$ cat src/rtl/seg_pkg.sv
// Shared constants and helpers for the 7-segment scan controller and its sub-blocks.
package seg_pkg;

  localparam logic [7:0] SEG_BLANK = 8'hFF;

  localparam int SEG_A  = 0;
  localparam int SEG_B  = 1;
  localparam int SEG_C  = 2;
  localparam int SEG_D  = 3;
  localparam int SEG_E  = 4;
  localparam int SEG_F  = 5;
  localparam int SEG_G  = 6;
  localparam int SEG_DP = 7;

  // Bits needed to count 0..n-1, never less than one.
  function automatic int idx_w(input int n);
    return (n <= 1) ? 1 : $clog2(n);
  endfunction

endpackage

$ cat src/rtl/hex7seg.sv
// Hex nibble to active-high segment pattern {dp,g,f,e,d,c,b,a}; decimal point always off.
module hex7seg
  import seg_pkg::*;
(
  input  logic [3:0] hex,
  output logic [7:0] seg
);

  always_comb begin
    seg = 8'h00;
    case (hex)
      4'h0: seg = 8'h3F;
      4'h1: seg = 8'h06;
      4'h2: seg = 8'h5B;
      4'h3: seg = 8'h4F;
      4'h4: seg = 8'h66;
      4'h5: seg = 8'h6D;
      4'h6: seg = 8'h7D;
      4'h7: seg = 8'h07;
      4'h8: seg = 8'h7F;
      4'h9: seg = 8'h6F;
      4'hA: seg = 8'h77;
      4'hB: seg = 8'h7C;
      4'hC: seg = 8'h39;
      4'hD: seg = 8'h5E;
      4'hE: seg = 8'h79;
      4'hF: seg = 8'h71;
    endcase
    seg[SEG_DP] = 1'b0;
  end

endmodule

$ cat src/rtl/scan_divider.sv
// Slot divider: free-running 0..DIV-1 counter, slot_tick on the last count.
module scan_divider
  import seg_pkg::*;
#(
  parameter  int DIV   = 50000,
  localparam int CNT_W = idx_w(DIV)
) (
  input  logic clk,
  input  logic rst,
  output logic slot_tick
);

  logic [CNT_W-1:0] div_cnt;

  assign slot_tick = (div_cnt == CNT_W'(DIV - 1));

  always_ff @(posedge clk or negedge rst) begin
    if (!rst) begin
      div_cnt <= '0;
    end else if (slot_tick) begin
      div_cnt <= '0;
    end else begin
      div_cnt <= div_cnt + CNT_W'(1);
    end
  end

endmodule

$ cat src/rtl/seg_scan_ctrl.sv
// Time-multiplexed common-anode 7-seg scan controller with tear-free frame-boundary commit.
// Optional per-digit blinking is built in when SEG_BLINK_EN is defined.
module seg_scan_ctrl
  import seg_pkg::*;
#(
  parameter int NDIG         = 8,
  parameter int DIV          = 50000,
  parameter int BLINK_FRAMES = 32
) (
  input  logic              clk,
  input  logic              rst,
  input  logic [4*NDIG-1:0] disp_data,
  input  logic [NDIG-1:0]   disp_en,
`ifdef SEG_BLINK_EN
  input  logic [NDIG-1:0]   blink_mask,
`endif
  input  logic              load,
  output logic              busy,
  output logic [NDIG-1:0]   an_n,
  output logic [7:0]        seg_n,
  output logic              frame_tick
);

  localparam int IDX_W = idx_w(NDIG);
  localparam logic [IDX_W-1:0] LAST = IDX_W'(NDIG - 1);

  if (NDIG < 1 || NDIG > 8 || DIV < 1 || BLINK_FRAMES < 1) begin : g_param_check
    $error("seg_scan_ctrl: parameter out of legal range");
  end

  logic                 slot_tick;
  logic                 frame_end;
  logic [IDX_W-1:0]     idx;
  logic                 pending;
  logic [NDIG-1:0][3:0] stg_data;
  logic [NDIG-1:0][3:0] act_data;
  logic [NDIG-1:0]      stg_en;
  logic [NDIG-1:0]      act_en;
  logic [3:0]           cur_hex;
  logic [7:0]           cur_seg;
  logic                 blink_dark;
  logic                 lit;

  scan_divider #(.DIV(DIV)) u_div (
    .clk       (clk),
    .rst       (rst),
    .slot_tick (slot_tick)
  );

  assign frame_end = slot_tick && (idx == LAST);
  assign cur_hex   = act_data[idx];

  hex7seg u_dec (
    .hex (cur_hex),
    .seg (cur_seg)
  );

`ifdef SEG_BLINK_EN
  localparam int FRM_W = idx_w(BLINK_FRAMES);

  logic [NDIG-1:0]  stg_mask;
  logic [NDIG-1:0]  act_mask;
  logic [FRM_W-1:0] frm_cnt;
  logic             blink_phase;

  always_ff @(posedge clk or negedge rst) begin
    if (!rst) begin
      frm_cnt     <= '0;
      blink_phase <= 1'b0;
      stg_mask    <= '0;
      act_mask    <= '0;
    end else begin
      if (load && !pending) stg_mask <= blink_mask;
      if (frame_end) begin
        act_mask <= stg_mask;
        if (frm_cnt == FRM_W'(BLINK_FRAMES - 1)) begin
          frm_cnt     <= '0;
          blink_phase <= ~blink_phase;
        end else begin
          frm_cnt <= frm_cnt + FRM_W'(1);
        end
      end
    end
  end

  assign blink_dark = blink_phase && act_mask[idx];
`else
  assign blink_dark = 1'b0;
`endif

  assign lit = act_en[idx] && !blink_dark;

  // The active bank and idx both change on the frame-end edge, so the first
  // slot computed from new data is digit 0 of the next frame.
  always_ff @(posedge clk or negedge rst) begin
    if (!rst) begin
      idx        <= '0;
      pending    <= 1'b0;
      stg_data   <= '0;
      stg_en     <= '0;
      act_data   <= '0;
      act_en     <= '0;
      busy       <= 1'b0;
      frame_tick <= 1'b0;
      an_n       <= '1;
      seg_n      <= SEG_BLANK;
    end else begin
      if (slot_tick) idx <= (idx == LAST) ? '0 : idx + IDX_W'(1);

      if (load && !pending) begin
        stg_data <= disp_data;
        stg_en   <= disp_en;
        pending  <= 1'b1;
      end else if (frame_end) begin
        pending <= 1'b0;
      end

      if (frame_end) begin
        act_data <= stg_data;
        act_en   <= stg_en;
      end

      busy       <= pending;
      frame_tick <= frame_end;
      an_n       <= lit ? ~(NDIG'(1) << idx) : '1;
      seg_n      <= lit ? ~cur_seg : SEG_BLANK;
    end
  end

endmodule
$ cat config.mk
export PLATFORM = sky130hd
export DESIGN_NAME = seg_scan_ctrl
export DESIGN_NICKNAME = d
export VERILOG_FILES = /design/src/rtl/seg_pkg.sv /design/src/rtl/hex7seg.sv /design/src/rtl/scan_divider.sv /design/src/rtl/seg_scan_ctrl.sv
export SDC_FILE = /design/constraint.sdc
export NUM_CORES = 1
export LEC_CHECK = 0
export ABC_AREA = 1
export BUFFER_PORTS_ARGS = -buffer_cell sky130_fd_sc_hd__buf_2
export CAP_MARGIN = 20
export CORE_MARGIN = 2
export CORE_UTILIZATION = 40
export CTS_BUF_LIST = sky130_fd_sc_hd__clkbuf_8
export DETAILED_ROUTE_END_ITERATION = 7
export GPL_TIMING_DRIVEN = 1
export PLACE_DENSITY_LB_ADDON = 0.08
export SYNTH_ARGS = -nofsm -noshare
export SYNTH_HDL_FRONTEND = slang
export SYNTH_SLANG_ARGS = --single-unit
$ cat constraint.sdc
create_clock -name clk -period 1.95 [get_ports clk]
set_input_delay 0.195 -clock clk [delete_from_list [all_inputs] [get_ports clk]]
set_output_delay 0.195 -clock clk [all_outputs]
set_load 0.05 [all_outputs]
==> qor.txt, run 1 <==
TritonCTS buffer count = 17
CP required = 2.30 ns
Initial antenna violation count = 0
Ant diodes = 0
First-pass GRT wire length = 18,400 um
Slew headroom = 0.5814
I/O pin count = 61
Outcome = complete, no violations
GPL Wtd Cong = 0.8567
Vias/cell = 4.548
Mean post-synth cell area = 8.990 um^2
Final cell count without fillers = 870
Inst Count DP = 798
Number of clock sinks = 117
DR vias = 3,957
CP peak stage delay = 0.44 ns
WHS = 0.02498 ns
Max Freq = 0.5434 GHz
Cell Chain, Critical Path = buf_6 -> nor2_1 -> nor2_1 -> nand2_1 -> nand2_1 -> nand2_1 -> nand2_2 -> buf_4 -> ha_1 -> inv_1 -> nand3_1 -> nand3_1 -> nand3_1
Mapped cell area = 5196 um^2
Routed Antenna Nets = 0
Htree depth = 4
Hold Crit Class = input pin to flop
Skew-Pair Late Insertion Delay = 0.44 ns
# DRC = 0
Layout cells sized above 1 = 0.2192
Prevailing post-synth register cell = dfrtp_1
Pleak = 0.003324 uW
FFs w/ async S/R, synth = 1.000
Worst path arrival time = 2.19 ns
Clock root buffer = clkbuf_8
Number of synthesis warnings = 0
Final max-slew violation count = 0
Core area = 12,670 um^2
Total track usage = 0.1649
Grt total ovfl = 0
Vert. Die Dim = 118.0 um
DPL Wire Length = 6873 um
Tcrit/Tclk final = 0.9438
Pwr Density = 758.6 nW/um^2
Wire per inst = 12.19 um
Seq/Total Area, Yosys = 0.5671
Final WL = 10,600 um
Die Width = 118.0 um
# port buffers = 59
DR iter-0 viols = 208
Drt first pass iters = 4
Full die area = 13,920 um^2
Measured slew at the worst slew-check pin = 0.6278 ns
CP max-delay cell = dfrtp_2
CTS tree = done
EDFF count, synth = 0
CP max FO = 11
Top cell type's share of synthesized area = 0.4912
Row cnt = 41
Nets@finish = 741
Largest area contributor in the netlist = dfrtp_1
Vias in the first global route = 3,827
Commonest cells in the netlist = nand2_1, dfrtp_1, inv_1
WS Path Type = flop to flop
Min Tclk post-route = 1.840 ns
Final setup fails = 0
Max-cap violations = 0
Setup Skew = 0.01308 ns
Cells after Synth = 578
Clock buffer depth = 2
Syn nets = 634
Clock-pin transition on the worst setup and hold timing paths = 0.07 ns
Peak supply drop = 0.0004276 V
CP startpoint kind = flop
Setup crit end kind = flop
Flip-flop and latch count after synthesis = 117
Unique masters post-synth = 29
Count leader, synth = nand2_1
Pin count of the biggest net entering global routing = 118
Final Hold Fails = 0
Area grow syn2layout = 26.54%
Initial Util = 0.4101
Top cells by area, synth = dfrtp_1, nand2_1, dfstp_2
logic make-up after synthesis:
family | count (synthesis) | share of synthesized area
fa+ha+maj | 13 | 0.03130
mux | 15 | 0.03251
other cells | 1 | 0.0007217
simple gates | 244 | 0.1977
xor+xnor | 7 | 0.01180
compound gates | 80 | 0.07705
flops | 117 | 0.5671
buf+inv | 101 | 0.08187
metal layers:
metal | global-route usage | share of wire | vias to the layer above
met5 | 0 | 0 | -
met4 | 0.06777 | 0.016 | 0
met3 | 0.04651 | 0.042 | 19
met2 | 0.2438 | 0.44 | 76
met1 | 0.2281 | 0.50 | 1826
li1 | - | - | 2036
flip-flops by register name, summed over array words and instances, names as in the netlist:
name	flops
an_n	8
seg_n	7
u_div.div_cnt	16
stg_en	8
act_en	8
frame_tick	1
pending	1
busy	1
act_data	32
stg_data	32
idx	3
where the power goes:
part	switching, uW	total (uW)	internal [uW]
Combinational	69.7	154	84.8
Clock	947	2400	1460
Sequential	0	2430	2430
Total	1020	4990	3970
through the flow:
stage	total power, uW	setup TNS (ns)	instance area (um^2)	setup WS, ns	utilization
global placement	2570	0	5719	0.1796	0.4514
detailed placement	2572	0	5719	0.06319	0.4514
global route	5187	-0.003833	6575	-0.003833	0.5189
floorplan	2480	0	5196	0.1698	-
finish	4988	0	6575	0.1096	0.5189
CTS	5063	0	6549	0.04461	0.5168
path summary, 6_finish.rpt:
| check | endpoint | from | cells past startpoint | slack (ns) |
|---|---|---|---|---|
| setup / recovery | seg_n[0] | idx[0] | 13 | 0.11 |
| max in group asynchronous | act_data[11] | rst | 3 | 1.08 |
| hold / removal | stg_data[7] | disp_data[7] | 3 | 0.02 |
| min in group asynchronous | u_div.div_cnt[6] | rst | 3 | 0.37 |
| hold reg to reg | busy | pending | 0 | 0.38 |
| setup reg to reg | seg_n[0] | idx[0] | 13 | 0.11 |
area by class of cell:
class | count | area, um^2
clock buffer | 23 | 316.6
timing repair buffer | 111 | 839.6
inverter | 78 | 295.3
sequential | 117 | 2948
multi-input combinational | 360 | 1838
fill | 1221 | 6096
tap | 172 | 215.2
clock inverter | 9 | 122.6
layout by cell type (no fill, tap or decap), types with 3 or more instances in the layout:
cell and instances:
clkinv_2 4, a21oi_1 28, nand3_2 4, mux2_2 15
buf_12 4, nor2_1 56, o21ai_1 34, buf_4 9
nand2_1 124, ha_1 13, o21ai_0 17, bufinv_16 3
xor2_1 7, inv_1 72, clkbuf_8 23, dlygate4sd3_1 39
nand3_1 46, dfstp_2 15, dfrtp_1 101, buf_2 58
inv_2 5, nand2_2 5, nand4_1 3
critical path: cells and delay by family (launching register included):
kind,cells,cell delay [ns]
DFF,1,0.44
adders and majority gates,1,0.23
buffers and inverters,3,0.40
and+or+nand+nor,9,0.69
timing repair:
| item | 4_1_cts | 5_1_grt |
|---|---|---|
| resized for setup | 0 | 7 |
| buffers inserted | 0 | 1 |
| setup endpoints to repair | 0 | 7 |
| hold buffers | 39 | 0 |
| hold endpoints to repair | 140 | 0 |
(Power assumes the default switching activity.)
==> inputs of run 2 (changes only) <==
--- a/config.mk
+++ b/config.mk
@@ -14,6 +14,7 @@
 export DETAILED_ROUTE_END_ITERATION = 7
 export GPL_TIMING_DRIVEN = 1
 export PLACE_DENSITY_LB_ADDON = 0.08
+export SETUP_SLACK_MARGIN = 0.5
 export SYNTH_ARGS = -nofsm -noshare
 export SYNTH_HDL_FRONTEND = slang
 export SYNTH_SLANG_ARGS = --single-unit
==> qor.txt, run 2 (synthesis gave the netlist of run 1 again) <==
Outcome = complete, no violations
Final setup TNS = 0 ns
I/O pin count = 61
Net Switching = 1022 uW
Internal power = 3853 uW
Skew-Pair Late Insertion Delay = 0.44 ns
Net Sw Frac = 0.2096
Ant diodes = 0
Vias/cell = 4.702
Max Freq = 0.5626 GHz
Min Tclk post-route = 1.777 ns
Clock buffer depth = 2
Most common cell after layout, fill and taps aside = dfrtp_1
FF-to-FF End = seg_n[4]
DR vias = 4,298
Core area = 12,670 um^2
Routed Antenna Nets = 0
Inst Count DP = 797
DPL Wire Length = 7300 um
Vert. Die Dim = 118.0 um
Vias in the first global route = 4,135
Setup WS pre-CTS = 0.1296 ns
Most frequent cells in the layout = dfrtp_1, nand2_1, inv_1, buf_2, nor2_1
Wire per inst = 13.72 um
CTS tree = done
Total track usage = 0.1790
Clock Power Share = 0.470
Layout cells sized above 1 = 0.4272
Final Hold Fails = 0
CP required = 2.33 ns
Critical path capture point = seg_n[4]
Tcrit/Tclk final = 0.9115
Row cnt = 41
First-pass GRT wire length = 19,740 um
Reg2reg start = idx[0]
Setup slack, reg-to-reg = 0.17 ns
CP startpoint kind = flop
Final cell count without fillers = 914
Nets@finish = 785
Final max-slew violation count = 0
Clock root buffer = clkbuf_8
# DRC = 0
Drt first pass iters = 4
Gate power share = 0.031
Setup Skew = 0.008769 ns
Crit. Startpoint = idx[0]
Setup WS post-layout = 0.1727 ns
Area grow syn2layout = 49.75%
Final setup fails = 0
Fin area = 7781 um^2
WS Path Type = flop to flop
Final WL = 12,540 um
# port buffers = 59
Grt total ovfl = 0
GPL Wtd Cong = 0.8852
Initial antenna violation count = 0
Number of clock sinks = 117
Full die area = 13,920 um^2
Pwr Density = 626.5 nW/um^2
Hold Crit Class = input pin to flop
RSZ-0062 raised after global routing = yes
DR iter-0 viols = 224
Pin count of the biggest net entering global routing = 53
Htree depth = 4
Clock-pin transition on the worst setup and hold timing paths = 0.07 ns
Pleak = 0.003690 uW
Max-cap violations = 0
Top flop regs = act_data (32), stg_data (32), u_div.div_cnt (16)
Initial Util = 0.4101
Post-Place Cell Area = 5741 um^2
Worst path arrival time = 2.16 ns
Peak supply drop = 0.0004263 V
Flop pwr share = 0.498
CP max FO = 6
Worst reg2reg path depth = 14
Setup crit end kind = flop
Die Width = 118.0 um
TritonCTS buffer count = 17
run 2: metal layers:
metal | global-route usage | up-vias | part of all wire
met4 | 0.07154 | 0 | 0.020
met3 | 0.05233 | 21 | 0.030
li1 | - | 2126 | -
met1 | 0.2400 | 2073 | 0.47
met2 | 0.2729 | 78 | 0.48
met5 | 0 | - | 0
run 2: worst min path at each step:
stage                     depth (start not counted)                to  slack [ns]           from
after global placement                            1  u_div.div_cnt[6]        0.19            rst
after floorplan                                   0       act_data[0]       -0.10            rst
after CTS                                         3      stg_data[22]       0.002  disp_data[22]
after global routing                              3      stg_data[29]        0.02  disp_data[29]
final                                             3      stg_data[22]        0.02  disp_data[22]
after detailed placement                          1  u_div.div_cnt[6]        0.19            rst
run 2: per-stage QoR:
stage / util / hold WS [ns] / total power (uW)
floorplan: - / -0.1006 / 2480
global placement: 0.4530 / 0.1883 / 2572
detailed placement: 0.4530 / 0.1854 / 2573
CTS: 0.5480 / 0.002138 / 4936
global route: 0.6141 / 0.02184 / 5072
finish: 0.6141 / 0.01659 / 4875
run 2: power groups by stage:
| stage | logic [uW] | clock network, uW | registers (uW) |
|---|---|---|---|
| 5_1_grt | 174 | 2470 | 2430 |
| 6_report | 153 | 2290 | 2430 |
| 3_3_place_gp | 99.8 | 0 | 2470 |
| 3_5_place_dp | 101 | 0 | 2470 |
| 2_1_floorplan | 6.35 | 0 | 2470 |
| 4_1_cts | 158 | 2350 | 2430 |
run 2: area by class of cell:
type / instances / area (um^2)
tap: 172 / 215.2
timing repair inverter: 1 / 6.256
fill: 1077 / 4890
clock inverter: 12 / 136.4
timing repair buffer: 153 / 1395
inverter: 78 / 325.3
multi-input combinational: 361 / 2479
clock buffer: 20 / 275.3
sequential: 117 / 2949
run 2: repair_timing:
item | CTS | global route
cloned | 2 | 8
hold buffers | 37 | 0
pin swaps | 19 | 36
setup buffers | 21 | 17
gates resized for setup | 62 | 152
setup endpoints to repair | 65 | 80
hold endpoints to repair | 60 | 0
run 2: critical path: stages, from the launching register on:
cell	delay, ns
dfrtp_2	0.40
buf_6	0.15
inv_8	0.05
buf_4	0.13
nand2_2	0.05
nand3_2	0.07
nand2_2	0.08
nand2_2	0.06
nand2_4	0.10
inv_4	0.06
buf_6	0.12
ha_2	0.17
nand3_1	0.08
nand3_1	0.09
nand2_1	0.10
==> inputs of run 3 (changes only) <==
--- a/config.mk
+++ b/config.mk
@@ -8,6 +8,7 @@
 export ABC_AREA = 1
 export BUFFER_PORTS_ARGS = -buffer_cell sky130_fd_sc_hd__buf_2
 export CAP_MARGIN = 20
+export CORE_ASPECT_RATIO = 1.2
 export CORE_MARGIN = 2
 export CORE_UTILIZATION = 40
 export CTS_BUF_LIST = sky130_fd_sc_hd__clkbuf_8
==> qor.txt, run 3 (synthesis gave the netlist of run 1 again) <==
Outcome = complete, no violations
# DRC = 0
Core area = 12,670 um^2
WS Path Type = flop to flop
Htree depth = 4
Net Sw Frac = 0.2134
Register area = 2950 um^2
Worst path arrival time = 2.07 ns
Crit. Startpoint = idx[0]
Fill count = 1,163
Cell Chain, Critical Path = buf_6 -> nor2_2 -> nor2_1 -> nand2_1 -> nand2_1 -> nand2_1 -> nand2_2 -> inv_4 -> ha_4 -> nand3_2 -> nor2_1 -> nor2_1 -> nand2_1
Routed Antenna Nets = 0
GPL Wtd Cong = 0.8061
Internal power = 3766 uW
Vias in the first global route = 3,982
Min-Delay Startpoint = disp_data[31]
Final WL = 11,010 um
Wire per inst = 12.41 um
CTS tree = done
Hold Crit Class = input pin to flop
Net Switching = 1022 uW
Clock Power Share = 0.460
Row cnt = 45
Peak supply drop = 0.0003814 V
Final max-slew violation count = 0
Gate power share = 0.033
CP required = 2.33 ns
RSZ-0062 raised after global routing = yes
Skew-Pair Late Insertion Delay = 0.43 ns
Area of the multi-input gates = 2066 um^2
Ant diodes = 0
DPL Wire Length = 7056 um
Full die area = 13,920 um^2
Initial Util = 0.4102
CP max-delay cell = dfrtp_2
Inst Count DP = 792
Pleak = 0.003476 uW
TritonCTS buffer count = 17
Flop pwr share = 0.507
Max-cap violations = 0
First-pass GRT wire length = 18,380 um
CP peak stage delay = 0.46 ns
WHS = 0.02679 ns
Min Tclk post-route = 1.692 ns
I/O pin count = 61
Grt total ovfl = 0
Number of clock sinks = 117
Setup crit end kind = flop
Most frequent cells in the layout = nand2_1, dfrtp_1, inv_1, buf_2, nor2_1
Area grow syn2layout = 35.90%
Clock buffer depth = 2
# port buffers = 59
Layout cells sized above 1 = 0.2974
Final Hold Fails = 0
Total track usage = 0.1673
Vias/cell = 4.689
Drt first pass iters = 4
Final cell count without fillers = 887
Setup Skew = 0.008497 ns
Die Width = 108.0 um
Initial antenna violation count = 0
Max Freq = 0.5911 GHz
Final setup fails = 0
Most common cell after layout, fill and taps aside = nand2_1
Reg2reg start = idx[0]
DR iter-0 viols = 153
Pwr Density = 677.9 nW/um^2
Clock root buffer = clkbuf_8
CP startpoint kind = flop
CP max FO = 7
Final setup TNS = 0 ns
Tcrit/Tclk final = 0.8676
Pin count of the biggest net entering global routing = 61
Top flop regs = act_data (32), stg_data (32), u_div.div_cnt (16)
Clock-pin transition on the worst setup and hold timing paths = 0.07 ns
DR vias = 4,159
Nets@finish = 766
Vert. Die Dim = 128.9 um
Worst path most repeated cell = nand2_1
## run 3: changes by cell type in the layout (fill, tap and decap cells not counted), moves of 10 or more
cell	previous run	this run
nand2_1	74	117
nand2_2	32	7
nand2_4	23	4
o21ai_2	21	2
o21ai_1	19	37
nand3_1	27	40
buf_6	17	6
nand3_2	16	6
## run 3: final timing paths
| check | slack (ns) | cells after the start | end |
|---|---|---|---|
| max | 0.26 | 13 | seg_n[1] |
| min | 0.03 | 3 | stg_data[31] |
| max reg2reg | 0.26 | 13 | seg_n[1] |
| min reg2reg | 0.38 | 0 | busy |
| max in group asynchronous | 1.10 | 3 | idx[0] |
| min in group asynchronous | 0.21 | 2 | u_div.div_cnt[5] |
## run 3: critical path: cells and delay by family (launching register included)
family,cells,cell delay [ns]
AND/OR/NAND/NOR,10,0.69
flip-flops,1,0.46
adder cells (fa/ha/maj),1,0.26
buffers and inverters,2,0.22
## run 3: power groups by stage
| stage | combinational (uW) | clock, uW | sequential, uW |
|---|---|---|---|
| after floorplan | 6.35 | 0 | 2470 |
| after global placement | 103 | 0 | 2470 |
| after detailed placement | 104 | 0 | 2470 |
| after CTS | 162 | 2250 | 2430 |
| after global routing | 177 | 2350 | 2430 |
| final | 158 | 2200 | 2430 |
## run 3: area by class of cell
type / count / area share
clock buffers: 21 / 0.04093
clock inverters: 11 / 0.01524
inverters: 78 / 0.04465
multi-input cells: 360 / 0.2925
flip-flops and latches: 117 / 0.4178
well taps: 164 / 0.02906
repair buffers: 136 / 0.1598
## run 3: per-stage QoR
stage	cell area (um^2)	util	power [uW]	setup slack (ns)
global placement	5778	0.4561	2575	0.1841
finish	7062	0.5574	4787	0.2582
floorplan	5251	-	2480	0.3419
detailed placement	5778	0.4561	2577	0.1324
CTS	6728	0.5311	4841	0.2485
global route	7062	0.5574	4955	0.1245
## run 3: routing by layer
metal | wire length, um | vias up | global-route usage
li1 | - | 2089 | -
met1 | 5279 | 1988 | 0.2307
met2 | 5197 | 70 | 0.2553
met3 | 388 | 12 | 0.03901
met4 | 144 | 0 | 0.06863
met5 | 0 | - | 0
## run 3: timing repair
action / 4_1_cts / 5_1_grt
setup buffers: 9 / 12
pin swaps: 4 / 13
hold endpoints to repair: 81 / 0
resized for setup: 20 / 51
hold buffers: 38 / 0
endpoints found under the setup margin: 71 / 73
cloned: 1 / 3
